<file path="src/rtl/dmem_pkg.sv">
// dmem_pkg: constants and types shared by the data-memory read and store paths.
//   S      scalar word width / address width
//   LANES  words per vector
//   V      vector width (LANES*S)
//   SIZE   data-memory depth in words
package dmem_pkg;

  localparam int S     = 32;
  localparam int LANES = 6;
  localparam int V     = LANES * S;
  localparam int SIZE  = 30000;

  // Lane index / word count width; 3 bits covers counts 1..6 and indices 0..5.
  localparam int IDX_W = 3;

  localparam logic [IDX_W-1:0] IDX_ZERO  = 3'd0;
  localparam logic [IDX_W-1:0] IDX_ONE   = 3'd1;
  localparam logic [IDX_W-1:0] IDX_LANES = 3'd6;

  typedef enum logic {
    IDLE  = 1'b0,
    WRITE = 1'b1
  } store_state_t;

  // True when words addr .. addr+cnt-1 all lie inside the memory.
  // The sum is formed one bit wider than the address so a base near the
  // top of the address space cannot wrap around and look legal.
  function automatic logic fits_in_mem(input logic [S-1:0] addr,
                                       input logic [IDX_W-1:0] cnt);
    logic [S:0] sum;
    sum = {1'b0, addr} + {{(S+1-IDX_W){1'b0}}, cnt};
    return (sum <= (S+1)'(SIZE));
  endfunction

endpackage

</file>
<file path="src/rtl/dmem_lane_sel.sv">
// dmem_lane_sel: picks one S-bit word out of a V-bit vector.
//   data  in  V      packed vector, lane k at data[k*S +: S]
//   idx   in  IDX_W  lane index
//   word  out S      selected lane; zero for an index beyond the last lane
module dmem_lane_sel
  import dmem_pkg::*;
(
  input  logic [V-1:0]     data,
  input  logic [IDX_W-1:0] idx,
  output logic [S-1:0]     word
);

  // Lane multiplexer; unused index codes return zero rather than stale data.
  always_comb begin
    word = {S{1'b0}};
    case (idx)
      3'd0:    word = data[0*S +: S];
      3'd1:    word = data[1*S +: S];
      3'd2:    word = data[2*S +: S];
      3'd3:    word = data[3*S +: S];
      3'd4:    word = data[4*S +: S];
      3'd5:    word = data[5*S +: S];
      default: word = {S{1'b0}};
    endcase
  end

endmodule

</file>
<file path="src/rtl/dmem_store_seq.sv">
// dmem_store_seq: accepts scalar or 6-lane vector store requests and
// serializes them into single-word writes on the RAM write port.
//   clk, rst_n              clock, asynchronous active-low reset
//   req_valid/req_ready     request handshake (req_ready is combinational
//                           from mem_gnt during the last write)
//   req_isVector            1 = vector store (LANES words), 0 = scalar
//   req_address, req_data   base word address and store data
//   mem_we/addr/wd          registered word write to the RAM
//   mem_gnt                 RAM accepts the current write
//   done                    pulse: request fully written
//   err                     pulse: request rejected (out of range)
module dmem_store_seq
  import dmem_pkg::*;
(
  input  logic         clk,
  input  logic         rst_n,
  input  logic         req_valid,
  output logic         req_ready,
  input  logic         req_isVector,
  input  logic [S-1:0] req_address,
  input  logic [V-1:0] req_data,
  output logic         mem_we,
  output logic [S-1:0] mem_addr,
  output logic [S-1:0] mem_wd,
  input  logic         mem_gnt,
  output logic         done,
  output logic         err
);

  store_state_t     state_r,    nxt_state_s;
  logic [S-1:0]     base_r,     nxt_base_s;
  logic [V-1:0]     data_r,     nxt_data_s;
  logic [IDX_W-1:0] idx_r,      nxt_idx_s;
  logic [IDX_W-1:0] cnt_r,      nxt_cnt_s;
  logic             err_pend_r, nxt_err_pend_s;

  logic             nxt_done_s;
  logic             nxt_err_s;
  logic             err_hit_s;
  logic             last_s;
  logic             accept_s;
  logic [IDX_W-1:0] req_cnt_s;
  logic             req_fits_s;
  logic             nxt_we_s;
  logic [S-1:0]     nxt_addr_s;
  logic [S-1:0]     nxt_wd_s;
  logic [S-1:0]     sel_word_s;

  // Next-word data comes from the lane selector so mem_wd can be registered.
  dmem_lane_sel u_lane_sel (
    .data (nxt_data_s),
    .idx  (nxt_idx_s),
    .word (sel_word_s)
  );

  // Handshake, range check and next-state / next-output computation.
  always_comb begin
    nxt_state_s    = state_r;
    nxt_base_s     = base_r;
    nxt_data_s     = data_r;
    nxt_idx_s      = idx_r;
    nxt_cnt_s      = cnt_r;
    nxt_done_s     = 1'b0;
    err_hit_s      = 1'b0;

    last_s     = (idx_r == (cnt_r - IDX_ONE));
    req_ready  = (state_r == IDLE) || ((state_r == WRITE) && last_s && mem_gnt);
    accept_s   = req_valid && req_ready;
    req_cnt_s  = req_isVector ? IDX_LANES : IDX_ONE;
    req_fits_s = fits_in_mem(req_address, req_cnt_s);

    // Progress of the request currently being written.
    case (state_r)
      IDLE: begin
        nxt_state_s = IDLE;
      end
      WRITE: begin
        if (mem_gnt) begin
          if (last_s) begin
            nxt_done_s  = 1'b1;
            nxt_state_s = IDLE;
          end else begin
            nxt_idx_s = idx_r + IDX_ONE;
          end
        end else begin
          // Stalled: everything holds.
          nxt_state_s = WRITE;
        end
      end
      default: begin
        nxt_state_s = IDLE;
      end
    endcase

    // A newly accepted request overrides the return to IDLE.
    if (accept_s) begin
      if (req_fits_s) begin
        nxt_state_s = WRITE;
        nxt_base_s  = req_address;
        nxt_data_s  = req_data;
        nxt_cnt_s   = req_cnt_s;
        nxt_idx_s   = IDX_ZERO;
      end else begin
        err_hit_s = 1'b1;
      end
    end else begin
      err_hit_s = 1'b0;
    end

    // done and err must never pulse together: a rejection accepted in the
    // completing cycle of the previous request reports one cycle later.
    nxt_err_s      = (err_hit_s && !nxt_done_s) || err_pend_r;
    nxt_err_pend_s = err_hit_s && nxt_done_s;

    nxt_we_s = (nxt_state_s == WRITE);
    if (nxt_we_s) begin
      nxt_addr_s = nxt_base_s + {{(S-IDX_W){1'b0}}, nxt_idx_s};
      nxt_wd_s   = sel_word_s;
    end else begin
      nxt_addr_s = {S{1'b0}};
      nxt_wd_s   = {S{1'b0}};
    end
  end

  // State, request registers and registered RAM/status outputs.
  always_ff @(posedge clk or negedge rst_n) begin
    if (!rst_n) begin
      state_r    <= IDLE;
      base_r     <= {S{1'b0}};
      data_r     <= {V{1'b0}};
      idx_r      <= IDX_ZERO;
      cnt_r      <= IDX_ONE;
      err_pend_r <= 1'b0;
      mem_we     <= 1'b0;
      mem_addr   <= {S{1'b0}};
      mem_wd     <= {S{1'b0}};
      done       <= 1'b0;
      err        <= 1'b0;
    end else begin
      state_r    <= nxt_state_s;
      base_r     <= nxt_base_s;
      data_r     <= nxt_data_s;
      idx_r      <= nxt_idx_s;
      cnt_r      <= nxt_cnt_s;
      err_pend_r <= nxt_err_pend_s;
      mem_we     <= nxt_we_s;
      mem_addr   <= nxt_addr_s;
      mem_wd     <= nxt_wd_s;
      done       <= nxt_done_s;
      err        <= nxt_err_s;
    end
  end

endmodule

</file>
<file path="config.mk">
export PLATFORM = sky130hd
export DESIGN_NAME = dmem_store_seq
export DESIGN_NICKNAME = d
export VERILOG_FILES = /design/src/rtl/dmem_pkg.sv /design/src/rtl/dmem_lane_sel.sv /design/src/rtl/dmem_store_seq.sv
export SDC_FILE = /design/constraint.sdc
export NUM_CORES = 1
export LEC_CHECK = 0
export BUFFER_PORTS_ARGS = -buffer_cell sky130_fd_sc_hd__clkbuf_2
export CORE_MARGIN = 2
export CORE_UTILIZATION = 50
export DETAILED_ROUTE_END_ITERATION = 10
export PLACE_DENSITY = 0.74
export SLEW_MARGIN = 10
export SYNTH_ARGS = -nofsm -noshare
export SYNTH_HDL_FRONTEND = slang
export SYNTH_SLANG_ARGS = --single-unit
</file>
<file path="constraint.sdc">
create_clock -name clk -period 8.07 [get_ports clk]
set_input_delay 0 -clock clk [delete_from_list [all_inputs] [get_ports clk]]
set_output_delay 0 -clock clk [all_outputs]
set_load 0.05 [all_outputs]
</file>
==> impl_metrics.yaml, run 1 <==
run_status:
  status: "finished clean"
clock_tree:
  ctsLongestPathBuffers: 3
  cts_inserted_buffers: 31
  h-tree-depth: 1
  cts_setup_buffers: 0
  cts_sinks: 297
  clock_latency_ns: 0.56
  clkTransAtPathRegs_ns: 0.06
  cts_tree: "done"
  root_buffer: "clkbuf_16"
sta:
  hold_violations: 0
  setup_viol: 0
  fin_worst_skew_ns: 0.0192
  period_share: 0.782
  relSlewSlack: 0.110
  period_minus_slack_ns: 6.31
  rsz0062_at_grt: "false"
  tns_ns: 0
  worst_pin_slew_ns: 1.32
  max_freq_ghz: 0.159
  final_max_slew_viol_count: 0
floorplan:
  io_pins: 297
  die_area_mm2: 0.0294
  num_rows: 61
  die_height_um: 171
  die_width_um: 171
  start_util: 0.506
  core_mm2: 0.0277
yosys:
  ys_ff_latch: 297
  yosysTopAreaCellShare: 0.528
  yosysTopAreaCell: "dfrtp_1"
  yosysSeqAreaShare: 0.530
  avgSynthCellArea_um2: 9.18
  synth-xor-area-share: 0.0231
  synth_most_common_cell: "nand2_1"
  synth_compound_area_frac: 0.0951
  synthMuxAreaShare: 0.0615
  synthSimpleGateAreaFrac: 0.246
  synth_top_family_by_area: "simple AND/OR/NAND/NOR gates"
  synth_adder_area_share: 0.0100
  synth_edf_count: 0
  syn_area_mm2: 0.0140
  async_flop_share: 1.00
  synth_cells: 1527
  synthDistinctLibCells: 72
  synthTopCellsByArea: "dfrtp_1 (53%), nand2_1 (16%), mux2_2 (3.5%), mux2i_1 (1.9%), nor2_1 (1.9%)"
  synth_top_flop_cell: "dfrtp_1"
  synth_common_cells: "nand2_1 (585), dfrtp_1 (296), nor2_1 (70)"
  yosysWarnings: 0
  syn-num-nets: 1766
final_layout:
  drive_above_1_share: 0.218
  n_fill_cell: 2099
  final_net_count: 2240
  final_area_mm2: 0.0190
  areaGrowthSynthToFinish_pct: 35.3
detailed_routing:
  drt_iter0_drc: 1283
  vias: 13500
  wl_per_cell_um: 19.8
  ant_nets: 0
  dr.pass1.iters: 8
  viasPerCell: 5.61
  routed_wirelength_mm: 47.6
  drcViolationCount: 0
grt:
  grt_antenna_before_repair: 4
  grt_max_degree: 106
  grt_pass1_vias: 13400
  grt.overflow.total: 0
  grtUsageTotal: 0.322
  grt_pass1_wl_mm: 73.0
place:
  gp_congestion: 0.924
  io_buffers: 296
  dp_hpwl_mm: 28.9
  dpl_cell_area_mm2: 0.0158
power:
  switchingPower_uw: 702
  p_total_mw: 3.16
  pwr-share-comb: 0.074
  ir_drop_v: 0.000152
  p_leak_nw: 9.83
  switching_share: 0.222
  p_clk_frac: 0.455
  p_int_mw: 2.46
  seqPwrFrac: 0.471
  power_density_mw_per_mm2: 167
setup_path:
  cpMaxStageDelayCell: "and3_4"
  worst_setup_path_start_kind: "input pin"
  endpoint_kind: "flip-flop"
  cpPeakStageDelay_ns: 0.71
  path_cells: "dlygate4sd3_1 > clkbuf_2 > inv_1 > ha_1 > fa_1 > a21oi_1 > o31ai_1 > a2111oi_0 > o2111ai_1 > a221oi_1 > o21ba_2 > and3_4 > nand2_1 > nand2_1 > ha_1 > inv_1 > fa_1 > inv_1 > a21oi_1 > or4_1 > nor3_1 > xnor2_1 > nor2_1"
  worstPathRequired_ns: 8.47
  crit_arrival_ns: 6.70
  path_class: "input pin to flip-flop"
  crit_fanout: 67
  cp_common_cell: "inv_1"
flow_run:
  max-cap-violations: 0
min_path:
  worstHoldPathType: "input pin to asynchronous set/reset pin"
-- critical path: cells and delay by family --
family / cells / cell delay (ns)
AO/OA/AOI/OAI: 7 / 2.45
XOR/XNOR: 1 / 0.16
AND/OR/NAND/NOR: 6 / 1.90
adder cells (fa/ha/maj): 4 / 1.24
buffers and inverters: 5 / 0.92
-- cells by family (layout without fill, tap and decap cells) --
group | after synthesis | count (layout)
multiplexers | 77 | 77
AO/OA/AOI/OAI | 186 | 186
XOR/XNOR | 37 | 37
flip-flops | 297 | 297
other | 0 | 4
AND/OR/NAND/NOR | 812 | 812
buffers and inverters | 108 | 606
adder cells (fa/ha/maj) | 10 | 10
-- what timing repair did --
item / in CTS / in global routing
endpoints found under the hold margin: 336 / 0
resized for setup: 0 / 0
hold buffers: 212 / 0
-- per-stage QoR --
stage,worst slack (ns),util,hold slack [ns],std cells
final,1.76,0.685,0.0505,2407
after global routing,1.35,0.684,0.114,2406
after CTS,1.84,0.684,0.0610,2403
after detailed placement,1.90,0.570,0.0383,2134
after global placement,2.06,0.570,0.0418,2134
after floorplan,2.96,-,-0.296,1527
-- final timing paths --
kind / startpoint / end / slack [ns] / cells past startpoint
max in group asynchronous: rst_n / base_r[10]$_DFF_PN0_ / 5.79 / 4
max reg2reg: cnt_r[0]$_DFFE_PN1P_ / mem_addr[30]$_DFF_PN0_ / 3.01 / 17
min in group clk: req_data[41] / data_r[41]$_DFF_PN0_ / 0.17 / 4
min reg2reg: err_pend_r$_DFF_PN0_ / err$_DFF_PN0_ / 0.46 / 1
min: rst_n / base_r[7]$_DFF_PN0_ / 0.05 / 2
max: req_isVector / mem_addr[30]$_DFF_PN0_ / 1.76 / 23
-- power groups by stage --
stage / combinational [mW] / sequential [mW] / clock (mW)
3_3_place_gp: 0.149 / 1.52 / 0
2_1_floorplan: 0.0337 / 1.52 / 0
5_1_grt: 0.253 / 1.49 / 1.52
4_1_cts: 0.228 / 1.49 / 1.45
6_report: 0.235 / 1.49 / 1.44
3_5_place_dp: 0.147 / 1.52 / 0
-- cell type report --
cell class / instances / area [um2] / area share
clock buffers: 48 / 930 / 0.0490
clock inverters: 9 / 98.8 / 0.00521
well taps: 378 / 473 / 0.0249
multi-input cells: 1122 / 6190 / 0.327
repair buffers: 524 / 3730 / 0.197
inverters: 25 / 93.8 / 0.00495
flip-flops and latches: 297 / 7430 / 0.392
diodes: 4 / 10.0 / 0.000528
-- cell usage in the layout (no fill, tap or decap), types with 5 or more instances in the layout --
cell type and n:
a2111oi_0 5, a211oi_1 12, a21o_1 9, a21oi_1 47, a221oi_1 23, a22oi_1 16, and2_1 27, and3_1 11
buf_4 16, clkbuf_1 8, clkbuf_16 31, clkbuf_2 295, clkbuf_8 9, clkinv_2 6, dfrtp_1 296, dlygate4sd3_1 212
ha_1 8, inv_1 25, mux2_2 43, mux2i_1 26, nand2_1 585, nand3_1 26, nand4_1 18, nor2_1 67
nor3_1 28, nor4_1 9, o21ai_0 16, o22ai_1 13, or3_1 10, xnor2_1 20, xor2_1 13
-- sequential cells by signal (all words and copies together), names as in the netlist --
register / count
state_r: 1
err: 1
done: 1
idx_r: 3
base_r: 32
err_pend_r: 1
data_r: 192
mem_wd: 32
mem_addr: 32
cnt_r: 2
-- routing by layer --
metal	up-vias	GRT usage	routed length, um
met4	2	0.131	2180
met3	158	0.0511	3740
met5	-	0	11
li1	6091	-	-
met2	767	0.537	22900
met1	6489	0.422	18800
Note: power is estimated with default switching activity, not from simulation.
==> inputs of run 2 (changes only) <==
--- a/config.mk
+++ b/config.mk
@@ -5,11 +5,12 @@
 export SDC_FILE = /design/constraint.sdc
 export NUM_CORES = 1
 export LEC_CHECK = 0
+export ABC_AREA = 1
 export BUFFER_PORTS_ARGS = -buffer_cell sky130_fd_sc_hd__clkbuf_2
 export CORE_MARGIN = 2
 export CORE_UTILIZATION = 50
 export DETAILED_ROUTE_END_ITERATION = 10
-export PLACE_DENSITY = 0.74
+export PLACE_DENSITY = 0.73
 export SLEW_MARGIN = 10
 export SYNTH_ARGS = -nofsm -noshare
 export SYNTH_HDL_FRONTEND = slang
==> constraint.sdc (replaced) <==
create_clock -name clk -period 6.05 [get_ports clk]
set_input_delay 0 -clock clk [delete_from_list [all_inputs] [get_ports clk]]
set_output_delay 0 -clock clk [all_outputs]
set_load 0.05 [all_outputs]
==> run 2 against run 1 <==
Effect of this change: synthesized cell count is 36% higher; wire length increased by 10%; flip-flop and latch count is the same; critical endpoint unchanged; sequential power is 34% higher; register-to-register slack lost 1.8 ns; global-route usage shrank 0.16 points; critical path depth grew 7; worst setup slack worse by 0.63 ns; combinational power is 44% higher; clock skew down 0.0077 ns.
==> impl_metrics.yaml, run 2 <==
yosys:
  synth_cells: 2071
  yosysWarnings: 0
  synth_common_cells: "nand2_1 (665), dfrtp_1 (296), inv_1 (268)"
  ys_ff_latch: 297
  avgSynthCellArea_um2: 7.44
  syn_area_mm2: 0.0154
  yosysTopAreaCell: "dfrtp_1"
  synth_edf_count: 0
  syn-num-nets: 2310
  synthTopCellsByArea: "dfrtp_1 (48%), nand2_1 (16%), inv_1 (6.5%), nor2_1 (5.0%), nand3_1 (4.1%)"
  async_flop_share: 1.00
  synthDistinctLibCells: 44
  synth_top_flop_cell: "dfrtp_1"
  yosysTopAreaCellShare: 0.481
  yosysSeqAreaShare: 0.483
  synth_most_common_cell: "nand2_1"
sta:
  tns_ns: 0
  worst_pin_slew_ns: 1.12
  period_minus_slack_ns: 4.92
  final_max_slew_viol_count: 0
  hold_violations: 0
  max_freq_ghz: 0.203
  relSlewSlack: 0.255
  fin_ws_ns: 1.13
  setup_viol: 0
  period_share: 0.814
  rsz0062_at_grt: "false"
  fin_worst_skew_ns: 0.0115
clock_tree:
  clkTransAtPathRegs_ns: 0.06
  cts_tree: "done"
  cts-resized-gates: 0
  clock_latency_ns: 0.57
  cts_setup_buffers: 0
  h-tree-depth: 1
  cts_sinks: 297
  cts_inserted_buffers: 31
  ctsLongestPathBuffers: 3
  root_buffer: "clkbuf_16"
power:
  p_clk_frac: 0.449
  p_int_mw: 3.25
  pwr-share-comb: 0.080
  seqPwrFrac: 0.471
  power_density_mw_per_mm2: 209
  switchingPower_uw: 969
  p_leak_nw: 11.2
  switching_share: 0.229
  ir_drop_v: 0.000240
run_status:
  status: "finished clean"
detailed_routing:
  wl_per_cell_um: 17.7
  routed_wirelength_mm: 52.4
  vias: 15500
  drcViolationCount: 0
  ant_nets: 0
  dr.pass1.iters: 5
  drt_iter0_drc: 1263
  viasPerCell: 5.21
floorplan:
  die_width_um: 180
  io_pins: 297
  start_util: 0.506
  core_mm2: 0.0304
  num_rows: 64
  die_height_um: 180
  die_area_mm2: 0.0322
place:
  pre_cts_ws_ns: 1.12
  gp_congestion: 0.962
  io_buffers: 296
  dp_hpwl_mm: 33.3
grt:
  grt_antenna_before_repair: 2
  grtUsageTotal: 0.321
  grt_pass1_vias: 15900
  grt.overflow.total: 0
  grt_max_degree: 182
  grt_pass1_wl_mm: 83.1
setup_path:
  crit_path_start: "req_isVector"
  endpoint_kind: "flip-flop"
  worstPathRequired_ns: 6.46
  reg2reg_from: "cnt_r[0]$_DFFE_PN1P_"
  cpPeakStageDelay_ns: 0.80
  r2r_slack_ns: 1.18
  path_class: "input pin to flip-flop"
  r2r_cells: 20
  cpMaxStageDelayCell: "buf_4"
  crit_fanout: 113
  worst_setup_path_start_kind: "input pin"
  crit_arrival_ns: 5.33
  cp_common_cell: "nand2_1"
  r2r_end: "mem_wd[3]$_DFF_PN0_"
final_layout:
  areaGrowthSynthToFinish_pct: 31.5
  final_util: 0.666
  drive_above_1_share: 0.171
  largest_register: "data_r"
  final_net_count: 2788
  final_common_cell: "nand2_1"
  largest_register_ffs: 192
  final_cell_mix: "nand2_1 (664), dfrtp_1 (296), clkbuf_2 (295)"
min_path:
  worstHoldPathType: "input pin to asynchronous set/reset pin"
flow_run:
  max-cap-violations: 0
run 2: cell types whose count changed in the layout (fill, tap and decap cells not counted), sizes merged, moves of 21 or more:
cell / delta
mux2: -48
a21oi: +25
a221oi: -24
nand3: +101
inv: +252
mux2i: -23
xnor2: -21
o21ai: +91
and2: -23
o21a: +23
or2: +84
nand2: +92
nor2: +159
run 2: logic make-up (layout without fill, tap and decap cells):
logic type      count (synthesis)  after routing  synth area share
mux                             5              5           0.00325
other cells                     0              2                 0
simple gates                 1167           1167             0.324
compound gates                237            237            0.0856
xor+xnor                        6              6           0.00341
buf+inv                       349            848            0.0916
flops                         297            297             0.483
fa+ha+maj                      10             10           0.00910
run 2: area by class of cell:
cell class              count  area, um2
repair buffers            517       3690
well taps                 396        495
clock buffers              45        888
clock inverters             9        114
inverters                 277       1040
multi-input cells        1425       6580
flip-flops and latches    297       7430
diodes                      2       5.00
fillers                  2475      10200
run 2: per-layer routing:
layer  vias up  track usage  routed length [um]
li1       7382            -                   -
met1      7291        0.407               21400
met2       638        0.541               25400
met3       153       0.0515                3260
met4         0        0.147                2360
met5         -            0                   0
run 2: worst max-delay path by stage:
stage	end
6_report	mem_addr[30]$_DFF_PN0_
2_1_floorplan	mem_addr[26]$_DFF_PN0_
3_5_place_dp	mem_addr[30]$_DFF_PN0_
5_1_grt	mem_addr[30]$_DFF_PN0_
3_3_place_gp	mem_addr[30]$_DFF_PN0_
4_1_cts	mem_addr[30]$_DFF_PN0_
run 2: what timing repair did:
action,in CTS,in global routing
hold buffers,212,0
hold endpoints to repair,360,0
endpoints found under the setup margin,0,0
run 2: power groups by stage:
stage | registers, mW | clock network, mW | logic, mW
2_1_floorplan | 2.03 | 0 | 0.0621
3_3_place_gp | 2.02 | 0 | 0.221
3_5_place_dp | 2.02 | 0 | 0.220
4_1_cts | 1.99 | 1.92 | 0.330
5_1_grt | 1.99 | 2.00 | 0.367
6_report | 1.99 | 1.90 | 0.338
run 2: per-stage QoR:
stage	area, um2	hold slack, ns	total power [mW]	std cells
floorplan	15400	-0.296	2.09	2071
global placement	17100	0.132	2.24	2700
detailed placement	17100	0.150	2.24	2700
CTS	20200	0.136	4.24	2966
global route	20300	0.197	4.35	2968
finish	20300	0.0987	4.22	2968
run 2: critical path, delay by kind of cell:
kind | cells | cell delay, ns
fa+ha+maj | 3 | 1.15
buf+inv | 5 | 1.64
simple gates | 22 | 2.51
